`src/rtl/snn_result_tx_pkg.sv`:
```
// Shared definitions for the JTAG mailbox result link: FSM states, word width
// and header field layout used by both the transmitter and the host decoder.
package snn_link_pkg;

    typedef enum logic [1:0] {IDLE, COUNT, ARGMAX, SEND} state_t;

    localparam int          WORD_W        = 32;
    localparam logic [7:0]  MAGIC_DEFAULT = 8'hA5;
    localparam logic [7:0]  WINNER_NONE   = 8'hFF;

    // Header word layout: {magic, seq, neuron count, winner}
    localparam int HDR_MAGIC_LSB = 24;
    localparam int HDR_SEQ_LSB   = 16;
    localparam int HDR_NUM_LSB   = 8;
    localparam int HDR_WIN_LSB   = 0;

    function automatic logic [WORD_W-1:0] pack_header(input logic [7:0] magic,
                                                      input logic [7:0] seq,
                                                      input logic [7:0] num,
                                                      input logic [7:0] win);
        logic [WORD_W-1:0] h;
        h = '0;
        h[HDR_MAGIC_LSB +: 8] = magic;
        h[HDR_SEQ_LSB   +: 8] = seq;
        h[HDR_NUM_LSB   +: 8] = num;
        h[HDR_WIN_LSB   +: 8] = win;
        return h;
    endfunction

endpackage

```
`src/rtl/snn_result_tx_if.sv`:
```
// Result-frame word stream towards the host mailbox. A word moves on a cycle
// where oVALID and iACK are both high; while oVALID is high and iACK low the
// master holds oWORD/oLAST stable; iACK with oVALID low has no effect.
interface snn_result_tx_if;
    import snn_link_pkg::*;

    logic [WORD_W-1:0] oWORD;
    logic              oVALID;
    logic              oLAST;
    logic              iACK;

    modport master (output oWORD, output oVALID, output oLAST, input iACK);
    modport slave  (input oWORD, input oVALID, input oLAST, output iACK);

endinterface

```
`src/rtl/snn_result_tx_counter.sv`:
```
// One saturating spike counter: clear has priority, then increment when
// enabled and the spike bit is set, sticking at the all-ones value.
module snn_spike_counter #(
    parameter int CNT_WIDTH = 16
) (
    input  logic                 clk_i,
    input  logic                 rst_i,
    input  logic                 clr_i,
    input  logic                 en_i,
    input  logic                 inc_i,
    output logic [CNT_WIDTH-1:0] count_o
);

    logic [CNT_WIDTH-1:0] count_q, count_d;

    always_comb begin
        count_d = count_q;
        if (clr_i) begin
            count_d = '0;
        end else if (en_i && inc_i && (count_q != {CNT_WIDTH{1'b1}})) begin
            count_d = count_q + CNT_WIDTH'(1);
        end
    end

    always_ff @(posedge clk_i) begin
        if (rst_i) count_q <= '0;
        else       count_q <= count_d;
    end

    assign count_o = count_q;

endmodule

```
`src/rtl/snn_result_tx.sv`:
```
// Counts output-neuron spikes over a fixed run, picks the winner by a
// sequential scan and streams {header, counts, checksum} to the host mailbox.
module snn_result_tx
    import snn_link_pkg::*;
#(
    parameter int         NUM_NEURONS = 2,
    parameter int         CNT_WIDTH   = 16,
    parameter int         RUN_TICKS   = 64,
    parameter logic [7:0] MAGIC       = MAGIC_DEFAULT
) (
    input  logic                   iCLK,
    input  logic                   iRESET,
    input  logic                   iSTART,
    input  logic                   iSPIKE_TICK,
    input  logic [NUM_NEURONS-1:0] iNEURON_OUT,
    snn_result_tx_if.master        tx,
    output logic                   oBUSY,
    output logic                   oOVERRUN,
    output state_t                 oSTATE_DBG
);

    localparam int         IW       = (NUM_NEURONS > 1) ? $clog2(NUM_NEURONS) : 1;
    localparam int         TW       = $clog2(RUN_TICKS + 1);
    localparam logic [7:0] LAST_IDX = 8'(NUM_NEURONS + 1);

    state_t               state_q, state_d;
    logic [TW-1:0]        tick_q, tick_d;
    logic [IW-1:0]        scan_q, scan_d;
    logic [CNT_WIDTH-1:0] best_q, best_d;
    logic [7:0]           winner_q, winner_d;
    logic [7:0]           widx_q, widx_d;
    logic [7:0]           seq_q, seq_d;
    logic                 ovr_q, ovr_d;

    logic [CNT_WIDTH-1:0] cnt [NUM_NEURONS];
    logic [CNT_WIDTH-1:0] scan_cnt;
    logic                 start_cnt, tick_en, last_tick, xfer, last_xfer;

    // A start in IDLE or COUNT (re)opens the run; a coincident tick is dropped.
    assign start_cnt = iSTART && ((state_q == IDLE) || (state_q == COUNT));
    assign tick_en   = (state_q == COUNT) && iSPIKE_TICK && !iSTART;
    assign last_tick = tick_en && (tick_q == TW'(RUN_TICKS - 1));
    assign xfer      = (state_q == SEND) && tx.iACK;
    assign last_xfer = xfer && (widx_q == LAST_IDX);

    for (genvar g = 0; g < NUM_NEURONS; g++) begin : g_cnt
        snn_spike_counter #(.CNT_WIDTH(CNT_WIDTH)) u_cnt (
            .clk_i   (iCLK),
            .rst_i   (iRESET),
            .clr_i   (start_cnt),
            .en_i    (tick_en),
            .inc_i   (iNEURON_OUT[g]),
            .count_o (cnt[g])
        );
    end

    always_ff @(posedge iCLK) begin
        if (iRESET) begin
            state_q  <= IDLE;
            tick_q   <= '0;
            scan_q   <= '0;
            best_q   <= '0;
            winner_q <= WINNER_NONE;
            widx_q   <= '0;
            seq_q    <= '0;
            ovr_q    <= 1'b0;
        end else begin
            state_q  <= state_d;
            tick_q   <= tick_d;
            scan_q   <= scan_d;
            best_q   <= best_d;
            winner_q <= winner_d;
            widx_q   <= widx_d;
            seq_q    <= seq_d;
            ovr_q    <= ovr_d;
        end
    end

    always_comb begin
        state_d = state_q;
        case (state_q)
            IDLE:    if (iSTART) state_d = COUNT;
            COUNT:   if (!iSTART && last_tick) state_d = ARGMAX;
            ARGMAX:  if (scan_q == IW'(NUM_NEURONS - 1)) state_d = SEND;
            SEND:    if (last_xfer) state_d = IDLE;
            default: state_d = IDLE;
        endcase
    end

    always_comb begin
        tick_d   = tick_q;
        scan_d   = scan_q;
        best_d   = best_q;
        winner_d = winner_q;
        widx_d   = widx_q;
        seq_d    = seq_q;
        ovr_d    = ovr_q;
        scan_cnt = '0;
        for (int i = 0; i < NUM_NEURONS; i++) begin
            if (scan_q == IW'(i)) scan_cnt = cnt[i];
        end

        if (start_cnt) begin
            tick_d = '0;
            ovr_d  = 1'b0;
        end else if (iSTART) begin
            ovr_d  = 1'b1;
        end
        if (tick_en) tick_d = tick_q + TW'(1);
        if (last_tick) begin
            scan_d   = '0;
            best_d   = '0;
            winner_d = WINNER_NONE;
        end

        // Strict compare keeps the lowest index on ties; all-zero leaves NONE.
        if (state_q == ARGMAX) begin
            scan_d = scan_q + IW'(1);
            widx_d = '0;
            if (scan_cnt > best_q) begin
                best_d   = scan_cnt;
                winner_d = 8'(scan_q);
            end
        end

        if (xfer) widx_d = widx_q + 8'd1;
        if (last_xfer) seq_d = seq_q + 8'd1;
    end

    always_comb begin
        logic [WORD_W-1:0] hdr, chk;
        hdr = pack_header(MAGIC, seq_q, 8'(NUM_NEURONS), winner_q);
        chk = hdr;
        for (int i = 0; i < NUM_NEURONS; i++) chk = chk ^ WORD_W'(cnt[i]);

        tx.oWORD  = '0;
        tx.oVALID = 1'b0;
        tx.oLAST  = 1'b0;
        if (state_q == SEND) begin
            tx.oVALID = 1'b1;
            if (widx_q == 8'd0) begin
                tx.oWORD = hdr;
            end else if (widx_q == LAST_IDX) begin
                tx.oWORD = chk;
                tx.oLAST = 1'b1;
            end else begin
                for (int i = 0; i < NUM_NEURONS; i++) begin
                    if (widx_q == 8'(i + 1)) tx.oWORD = WORD_W'(cnt[i]);
                end
            end
        end
        oBUSY      = (state_q != IDLE);
        oOVERRUN   = ovr_q;
        oSTATE_DBG = state_q;
    end

endmodule

```
`src/flat_wrapper.sv`:
```
// flat-port wrapper written by rule: the top's interface ports become plain ports
module snn_result_tx_flat import snn_link_pkg::*;
#(
    parameter int         NUM_NEURONS = 2,
    parameter int         CNT_WIDTH   = 16,
    parameter int         RUN_TICKS   = 64,
    parameter logic [7:0] MAGIC       = MAGIC_DEFAULT
)
  (iCLK, iRESET, iSTART, iSPIKE_TICK, iNEURON_OUT, oBUSY, oOVERRUN, oSTATE_DBG, tx_oWORD, tx_oVALID, tx_oLAST, tx_iACK);
  snn_result_tx_if tx_i ();
  input  logic iCLK;
  input  logic iRESET;
  input  logic iSTART;
  input  logic iSPIKE_TICK;
  input  logic [NUM_NEURONS-1:0] iNEURON_OUT;
  output logic oBUSY;
  output logic oOVERRUN;
  output state_t oSTATE_DBG;
  output wire logic [$bits(tx_i.oWORD)-1:0] tx_oWORD;
  output wire logic [$bits(tx_i.oVALID)-1:0] tx_oVALID;
  output wire logic [$bits(tx_i.oLAST)-1:0] tx_oLAST;
  input wire logic [$bits(tx_i.iACK)-1:0] tx_iACK;
  assign tx_oWORD = tx_i.oWORD;
  assign tx_oVALID = tx_i.oVALID;
  assign tx_oLAST = tx_i.oLAST;
  assign tx_i.iACK = tx_iACK;
  snn_result_tx #(.NUM_NEURONS(NUM_NEURONS), .CNT_WIDTH(CNT_WIDTH), .RUN_TICKS(RUN_TICKS), .MAGIC(MAGIC)) u_core (.iCLK(iCLK), .iRESET(iRESET), .iSTART(iSTART), .iSPIKE_TICK(iSPIKE_TICK), .iNEURON_OUT(iNEURON_OUT), .tx(tx_i), .oBUSY(oBUSY), .oOVERRUN(oOVERRUN), .oSTATE_DBG(oSTATE_DBG));
endmodule
```
`config.mk`:
```
export PLATFORM = sky130hd
export DESIGN_NAME = snn_result_tx_flat
export DESIGN_NICKNAME = d
export VERILOG_FILES = /design/src/rtl/snn_result_tx_pkg.sv /design/src/rtl/snn_result_tx_if.sv /design/src/rtl/snn_result_tx_counter.sv /design/src/rtl/snn_result_tx.sv /design/src/flat_wrapper.sv
export SDC_FILE = /design/constraint.sdc
export NUM_CORES = 1
export LEC_CHECK = 0
export ABC_AREA = 1
export BUFFER_PORTS_ARGS = -buffer_cell sky130_fd_sc_hd__clkbuf_2
export CAP_MARGIN = 20
export CORE_MARGIN = 8
export CORE_UTILIZATION = 60
export DETAILED_ROUTE_END_ITERATION = 10
export PLACE_DENSITY = 0.8
export SYNTH_ARGS = -nofsm -noshare
export SYNTH_HDL_FRONTEND = slang
export SYNTH_HIERARCHICAL = 1
export SYNTH_SLANG_ARGS = --single-unit
```
`constraint.sdc`:
```
create_clock -name iCLK -period 4.6 [get_ports iCLK]
set_input_delay 0.92 -clock iCLK [delete_from_list [all_inputs] [get_ports iCLK]]
set_output_delay 0.92 -clock iCLK [all_outputs]
set_load 0.01 [all_outputs]
```
# --- Word-level counts from Yosys, hierarchy flattened ---
# Index checks and enable logic that the tools add are counted.
classes:
  magnitude_cmp: 1
  muxes: 27
  n_eq_ne: 13
  bitwise_logic: 2
  add_sub_neg: 6
  reduce_logical: 21
op_table:
  columns: ["operator", "n"]
  rows:
  - ["two-way mux 16 bit", 6]
  - ["two-way mux 32 bit", 3]
  - ["XOR 32 x 16 -> 32 bit", 2]
  - ["two-way mux 8 bit", 5]
  - ["adder 16 x 1 -> 16 bit (second input constant)", 2]
  - ["!= test 16 bit (second input constant)", 2]
  - ["adder 8 x 1 -> 8 bit (second input constant)", 2]
  - ["== test 8 x 2 -> 1 bit (second input constant)", 2]
  - ["greater-than comparator 16 bit", 1]
  - ["two-way mux 7 bit", 2]
  - ["logical AND 1 bit", 11]
  - ["== test 8 x 1 -> 1 bit (second input constant)", 1]
  - ["zero test 8 bit", 1]
  - ["two-way mux 2 bit", 4]
  - ["case mux 2 bit (4 select lines)", 1]
  - ["nonzero test 2 bit", 4]
  - ["adder 7 x 1 -> 7 bit (second input constant)", 1]
  - ["== test 7 x 6 -> 1 bit (second input constant)", 1]
  - ["two-way mux 1 bit", 6]
  - ["== test 2 bit (second input constant)", 2]
  - ["!= test 2 x 1 -> 1 bit (second input constant)", 2]
  - ["!= test 2 bit (second input constant)", 2]
  - ["AND reduction 4 bit", 1]
  - ["== test 2 x 1 -> 1 bit (second input constant)", 1]
  - ["5 further kinds", 5]
totals:
  wordCells: 80
  out_inout_bits: 38
  ff_bits: 83
  in_bits: 7

# --- Longest topological paths before layout ---
# Gate-level depths: netlist of run 1.
logic_depth:
  word_depth: 7
  depth_mapped: 17
  depth_no_buf: 16

# --- Modules after synthesis ---
# The synthesis of run 1 kept the hierarchy.
by_module_without_submodules:
  columns: ["mod", "area_each_um2", "n_inst", "seq_area_each_um2", "cells_per_inst"]
  rows:
  - ["snn_result_tx", 4036.4, 1, 1021.0, 617]
  - ["snn_spike_counter", 935.9, 2, 320.3, 145]

# --- Worst setup path before layout of run 1 ---
# OpenSTA, ideal clock, no wires.
synth_path:
  path_kind: "reg2out"
  from: "register u_core.state_q[0] (netlist: u_core/oSTATE_DBG[0])"
  to: "output tx_oWORD[10]"
  required_time_ns: 3.680
  arrival_time_ns: 1.651
  n_path_buf: 1
  setup_slack_ns: 2.029
  path_stages_with_launch: 7
  cell_sequence: "dfxtp_1 -> ha_1 -> clkbuf_1 -> inv_1 -> nor2_1 -> o211ai_1 -> a21oi_1"
synth_via:
  elab_chain_cells: 2
synth_rtl:
  columns: ["element", "line", "source"]
  rows:
  - ["start: declaration", "snn_result_tx.sv:26", "state_t state_q, state_d;"]
  - ["start signal: assignment", "snn_result_tx.sv:68", "state_q <= state_d;"]
  - ["== test 2 bit", "snn_result_tx.sv:139", "if (state_q == SEND) begin"]
  - ["two-way mux 32 bit", "snn_result_tx.sv:139", null]
  - ["end: declaration", "flat_wrapper.sv:19", "output wire logic [$bits(tx_i.oWORD)-1:0] tx_oWORD;"]
# No other way between the ends.

# --- Final worst setup path of run 1 ---
layout_path:
  from: "register u_core.widx_q[1]"
  to: "output tx_oWORD[17]"
layout_via:
  elab_chain_cells: 4
  elab_cells_between_ends: 5
  classes_between: "eq/ne (1); mux (3); reduce/logical (1)"
layout_rtl:
  columns: ["element", "line", "source"]
  rows:
  - ["start: declaration", "snn_result_tx.sv:31", "logic [7:0] widx_q, widx_d;"]
  - ["start signal: assignment", "snn_result_tx.sv:73", "widx_q <= widx_d;"]
  - ["== test 8 x 2 -> 1 bit", "snn_result_tx.sv:143", "end else if (widx_q == LAST_IDX) begin"]
  - ["two-way mux 32 bit", "snn_result_tx.sv:143", null]
  - ["two-way mux 32 bit *", "snn_result_tx.sv:141", "if (widx_q == 8'd0) begin"]
  - ["two-way mux 32 bit *", "snn_result_tx.sv:139", null]
# Every way passes the cells marked *; elsewhere a longest branch is shown, timed or not.

==> impl_results.md, run 1 <==
- Die height: roughly 120 um
- TNS Setup: 0 ns
- Final-layout fill cell count: 925
- Via count of the first global-routing pass: 4943
- Pre-CTS WS: 1.54 ns
- Hold/Removal Path Class: reg -> reg
- Placed cell area: 6060 um^2
- ANT cells: 0
- CTS Buf Count: 9
- Residual DRC: 0
- Yosys reg bits: 83
- CP Class: reg -> out
- Status: completed
- Ratio of cells with drive above 1 in the final layout: 0.125
- Largest net degree at the start of global routing: 29
- WL final: 14.1 mm
- Gate Count Post-Synth: between 900 and 1000
- Drt wl/cell: 13.2 um
- Post-Syn Area: around 6000 um^2
- DIE WIDTH: 115 um
- R2R cell count: 14
- Startpoint types: register
- Worst setup margin: ~1.2 ns
- Reg2reg end: u_core/best_q[10]$_SDFF_PP0_
- Commonest non-fill, non-tap cell in the layout: nand2_1
- Ports: 45
- Hold_buf cts: 0
- Final worst-path cycle share: 0.739
- Syn avg cell area: 6.51 um^2
- Critical path required time: 3.68 ns
- Worst r2r src: u_core/scan_q$_SDFFE_PP0P_
- Tmin final: 3.40 ns
- CP Capture Type: output pin
- Worst setup endpoint: tx_oWORD[17]
- Register area share after synthesis: 0.281
- Unique masters post-synth: 43
- Peak supply drop: roughly 0.00034 V
- Hold depth: 2
- Post-DP HPWL: between 10 and 15 mm
- Worst Path Max Fanout: 25
- Design Area, Final: between 6000 and 7000 um^2
- CP startpoint: u_core/widx_q[1]$_SDFFE_PP0P_
- Fin nets: 964
- Final Util: 0.646
- Core area: 9680 um^2
- DR vias/cell: 5.34
- Total power after layout: 0.00272 W
- Initial drt markers: a little over 500
- I/O Buffers: 40
- CTS resizes: 0
- Worst-Margin Slew: 0.709 ns
- Clock tree from TritonCTS: built
- Final setup viols: 0
- PD cells: 435 nW/um^2
- R2R Setup Slk: 1.46 ns
- RSZ-0062 raised after global routing: no
- Post-CTS setup repair buffer count: 0
- GRT overflow: 0
- Sink Count: 83
- Max-slew violation count: 0
- Last weighted congestion value of the routability-driven placer: between 0.9 and 1
- First-pass detailed-route iteration total: 5
- Via count of the routed design: roughly 5700
- Final Skew: about 0.014 ns
- Critical Path AT: 2.48 ns
- Commonest cells after routing, fill and taps aside: 186 x nand2_1, 119 x nor2_1, 108 x inv_1
- Max_cap viols: 0
- Worst-path clk slew: 0.09 ns
- First-pass GRT wire length: 23.7 mm
- P&R area growth vs syn: 5.95%
- Slew headroom: 0.526
- Worst skew pair latency: 0.37 ns
- FP Rows: 36
- DRT antenna net count: 0
- Initial antenna violation count: 0
- Initial core utilization: 0.610
- # H-tree levels: 3
- Clock buffer depth: 2
- Leak Pwr: 2.72 nW
- Die Area: 13300 um^2
- Final hold viol count: 0
- Synth Warn #: 6
- Root buf cell: clkbuf_8
- Fmax achieved: 294 MHz
- GR Util All Layers: 0.220
critical path, cell delays in order (launching register included):
cell	delay [ns]
dfxtp_1	0.40
ha_1	0.27
nand2_4	0.09
nor2_8	0.32
inv_1	0.26
a21oi_2	0.35
inv_2	0.13
nor2_1	0.13
clkbuf_2	0.15
cell families after synthesis:
| group | Yosys count | share of synthesized area |
|---|---|---|
| simple gates | 454 | 0.357 |
| compound gates | 168 | 0.152 |
| buf+inv | 153 | 0.120 |
| flops | 83 | 0.281 |
| fa+ha+maj | 29 | 0.0614 |
| xor+xnor | 18 | 0.0267 |
| other cells | 1 | 0.000635 |
| mux | 1 | 0.00169 |
per-layer routing:
metal | vias up | wire length (um) | global-route usage
li1 | 2964 | - | -
met1 | 2525 | 6650 | 0.297
met2 | 175 | 6190 | 0.337
met3 | 30 | 890 | 0.0362
met4 | 0 | 352 | 0.0928
met5 | - | 0 | 0
cell usage after synthesis, drive strengths merged:
cell / n / area share
o311a: 1 / 0.0017
a221oi: 1 / 0.0015
xor2: 16 / 0.024
nand3: 86 / 0.074
o21ai: 54 / 0.046
nor3b: 1 / 0.0021
or2: 16 / 0.017
a21o: 1 / 0.0013
a21oi: 100 / 0.087
clkbuf: 8 / 0.0051
or3: 1 / 0.0011
dfxtp: 83 / 0.28
buf: 30 / 0.041
nand4: 11 / 0.019
mux2i: 1 / 0.0017
o21a: 1 / 0.0013
a31oi: 1 / 0.0011
a211oi: 1 / 0.0013
xnor2: 2 / 0.0030
o22ai: 1 / 0.0011
nand2: 192 / 0.13
ha: 29 / 0.061
nand3b: 2 / 0.0025
nor3: 10 / 0.010
conb: 1 / 0.00063
nor2: 135 / 0.10
inv: 115 / 0.073
o211ai: 7 / 0.0089
where the power goes:
| group | switching, W | internal (W) | total (W) |
|---|---|---|---|
| Combinational | 0.000863 | 0.000468 | 0.00133 |
| Sequential | 0.0000773 | 0.000811 | 0.000889 |
| Clock | 0.000289 | 0.000216 | 0.000505 |
registers in the layout, indices dropped and copies added (netlist names), 2 cells and up:
signal                      flops
u_core/oSTATE_DBG               2
u_core/winner_q                 8
u_core/g_cnt.u_cnt/count_o     32
u_core/best_q                  16
u_core/widx_q                   8
u_core/seq_q                    8
u_core/tick_q                   7
worst min path at each step:
stage / start / end / slack, ns
finish: u_core/widx_q[7]$_SDFFE_PP0P_ / u_core/widx_q[7]$_SDFFE_PP0P_ / 0.47
detailed placement: u_core/widx_q[7]$_SDFFE_PP0P_ / u_core/widx_q[7]$_SDFFE_PP0P_ / 0.46
global route: u_core/tick_q[6]$_SDFFE_PP0P_ / u_core/tick_q[6]$_SDFFE_PP0P_ / 0.49
floorplan: u_core/widx_q[7]$_SDFFE_PP0P_ / u_core/widx_q[7]$_SDFFE_PP0P_ / 0.44
global placement: u_core/widx_q[7]$_SDFFE_PP0P_ / u_core/widx_q[7]$_SDFFE_PP0P_ / 0.45
CTS: u_core/widx_q[7]$_SDFFE_PP0P_ / u_core/widx_q[7]$_SDFFE_PP0P_ / 0.47
final cells by class:
class / count / area, um^2 / share of cell area
clock buffer: 10 / 138 / 0.0220
timing repair buffer: 45 / 258 / 0.0412
inverter: 115 / 434 / 0.0694
multi-input combinational: 674 / 3550 / 0.567
tap: 133 / 166 / 0.0266
sequential: 83 / 1660 / 0.265
clock inverter: 6 / 50.0 / 0.00800
stage by stage:
step / instances / hold slack [ns]
detailed placement: 1048 / 0.460
global placement: 1047 / 0.453
finish: 1066 / 0.470
global route: 1066 / 0.493
CTS: 1064 / 0.474
floorplan: 910 / 0.438
Power figures use the tool's default switching activity.
==> inputs of run 2 (changes only) <==
clock period = 3.27 ns   (was 4.6 ns; I/O delays follow)
==> run 2 against run 1 <==
  * Sequential power rose by 39%
  * Global-route usage decreased by 0.62 points
  * Hold slack got worse by 0.0060 ns
  * Critical endpoint is now tx_oWORD[19]
==> impl_results.md, run 2 (synthesized netlist as in run 1, its figures left out) <==
- Fin nets: 971
- Post-DP HPWL: 10.4 mm
- Leak Pwr: 2.75 nW
- Worst-Margin Slew: 0.829 ns
- GR Util All Layers: 0.213
- Hold EP: u_core/widx_q[7]$_SDFFE_PP0P_
- Drt wl/cell: around 13 um
- Hold depth: 2
- First-pass detailed-route iteration total: 6
- Worst skew pair latency: 0.35 ns
- Core area: 9680 um^2
- Worst-path clk slew: 0.08 ns
- PD cells: 615 nW/um^2
- Final-layout fill cell count: 910
- Max FFs per register: 32
- Reg2reg end: u_core/best_q[12]$_SDFF_PP0_
- Reg power frac: 0.321
- Clock tree from TritonCTS: built
- Status: completed
- Final setup viols: 0
- ANT cells: 0
- Die height: 115 um
- Clock power share: 0.171
- Critical Path AT: 2.37 ns
- Total power after layout: ~0.0039 W
- I/O Buffers: 40
- Final worst-path cycle share: 0.925
- Slowest cell on crit path: dfxtp_1
- GRT overflow: 0
- First-pass GRT wire length: 23.1 mm
- Max-slew violation count: 0
- R2R cell count: 15
- TNS Setup: 0 ns
- Hold path startpoint: u_core/widx_q[7]$_SDFFE_PP0P_
- Switching Share: 0.444
- Hold/Removal Path Class: reg -> reg
- CP Capture Type: output pin
- Clock buffer depth: 2
- R2R Setup Slk: ~0.58 ns
- Tmin final: 3.02 ns
- Initial drt markers: 553
- Max_cap viols: 0
- Final Skew: 0.00951 ns
- Last weighted congestion value of the routability-driven placer: about 0.88
- Fmax achieved: between 300 and 400 MHz
- DR vias/cell: 5.28
- Worst r2r src: u_core/scan_q$_SDFFE_PP0P_
- Via count of the routed design: 5662
- Ports: 45
- Initial core utilization: 0.610
- Worst Path Max Fanout: 25
- Hold WS: 0.464 ns
- P&R area growth vs syn: 6.33%
- Die Area: about 13000 um^2
- CP Class: reg -> out
- Critical path required time: approximately 2.6 ns
- Ratio of cells with drive above 1 in the final layout: 0.131
- DRT antenna net count: 0
- Slew headroom: 0.447
- FP Rows: 36
- Residual DRC: 0
- Commonest cells after routing, fill and taps aside: 186 x nand2_1, 119 x nor2_1, 108 x inv_1
- WL final: 14.0 mm
- RSZ-0062 raised after global routing: no
- Root buf cell: clkbuf_8
- # H-tree levels: 3
- Cell Chain, Critical Path: ha_1 -> nand2_4 -> nor2_8 -> inv_1 -> a21oi_4 -> inv_2 -> nor2_1 -> clkbuf_2
- Sink Count: 83
- Initial antenna violation count: 0
- Final hold viol count: 0
- Largest net degree at the start of global routing: 28
- Commonest non-fill, non-tap cell in the layout: nand2_1
- DIE WIDTH: between 100 and 150 um
- Startpoint types: register
- Sw power: 0.00172 W
- Largest stage delay on the critical path: 0.41 ns
- Hold_buf cts: 0
- CTS Buf Count: 9
- Peak supply drop: 0.000445 V
- P_int: 0.00215 W
- Via count of the first global-routing pass: 4767
- Combinational group share of total power: 0.508
run 2: through the flow:
step                instance area [um^2]  std cells  utilization  setup WS (ns)
floorplan                           5920        910            -          0.965
CTS                                 6270       1073        0.648          0.165
finish                              6280       1073        0.649          0.246
global route                        6280       1073        0.649         0.0941
global placement                    6100       1057        0.630          0.661
detailed placement                  6100       1057        0.630          0.558
run 2: worst max-delay path, delay by kind of cell, from the launching register on:
kind / cells / cell delay [ns]
compound gates: 1 / 0.28
fa+ha+maj: 1 / 0.28
buf+inv: 3 / 0.53
flops: 1 / 0.41
simple gates: 3 / 0.51
run 2: worst max path at each step:
stage / start / endpoint / cells past startpoint
after floorplan: u_core/oSTATE_DBG[0]$_SDFFE_PP0P_ / tx_oWORD[10] / 6
after global placement: u_core/widx_q[1]$_SDFFE_PP0P_ / tx_oWORD[18] / 8
after detailed placement: u_core/widx_q[1]$_SDFFE_PP0P_ / tx_oWORD[19] / 8
after CTS: u_core/widx_q[1]$_SDFFE_PP0P_ / tx_oWORD[19] / 8
after global routing: u_core/widx_q[1]$_SDFFE_PP0P_ / tx_oWORD[17] / 8
final: u_core/widx_q[1]$_SDFFE_PP0P_ / tx_oWORD[19] / 8
run 2: cell type report:
cell class | instances | area, um^2 | area share
Multi-Input combinational cell | 674 | 3560 | 0.567
Sequential cell | 83 | 1660 | 0.264
Inverter | 115 | 434 | 0.0691
Timing Repair Buffer | 52 | 290 | 0.0462
Tap cell | 133 | 166 | 0.0265
Clock buffer | 11 | 141 | 0.0225
Clock inverter | 5 | 28.8 | 0.00458
run 2: timing repair:
item | 4_1_cts | 5_1_grt
setup buffers | 0 | 0
endpoints found under the setup margin | 0 | 4
resized for setup | 0 | 1
run 2: metal layers:
metal	GRT usage	vias to the layer above	share of wire
li1	-	2974	-
met3	0.0504	16	0.068
met5	0	-	0
met1	0.295	2516	0.48
met2	0.322	156	0.44
met4	0.0613	0	0.019
run 2: power by group through the flow:
stage,Combinational [W],Sequential [W],Clock (W)
after floorplan,0.00150,0.00124,0
after global placement,0.00192,0.00126,0
after detailed placement,0.00194,0.00126,0
after CTS,0.00196,0.00124,0.000682
after global routing,0.00225,0.00126,0.000722
final,0.00196,0.00124,0.000661
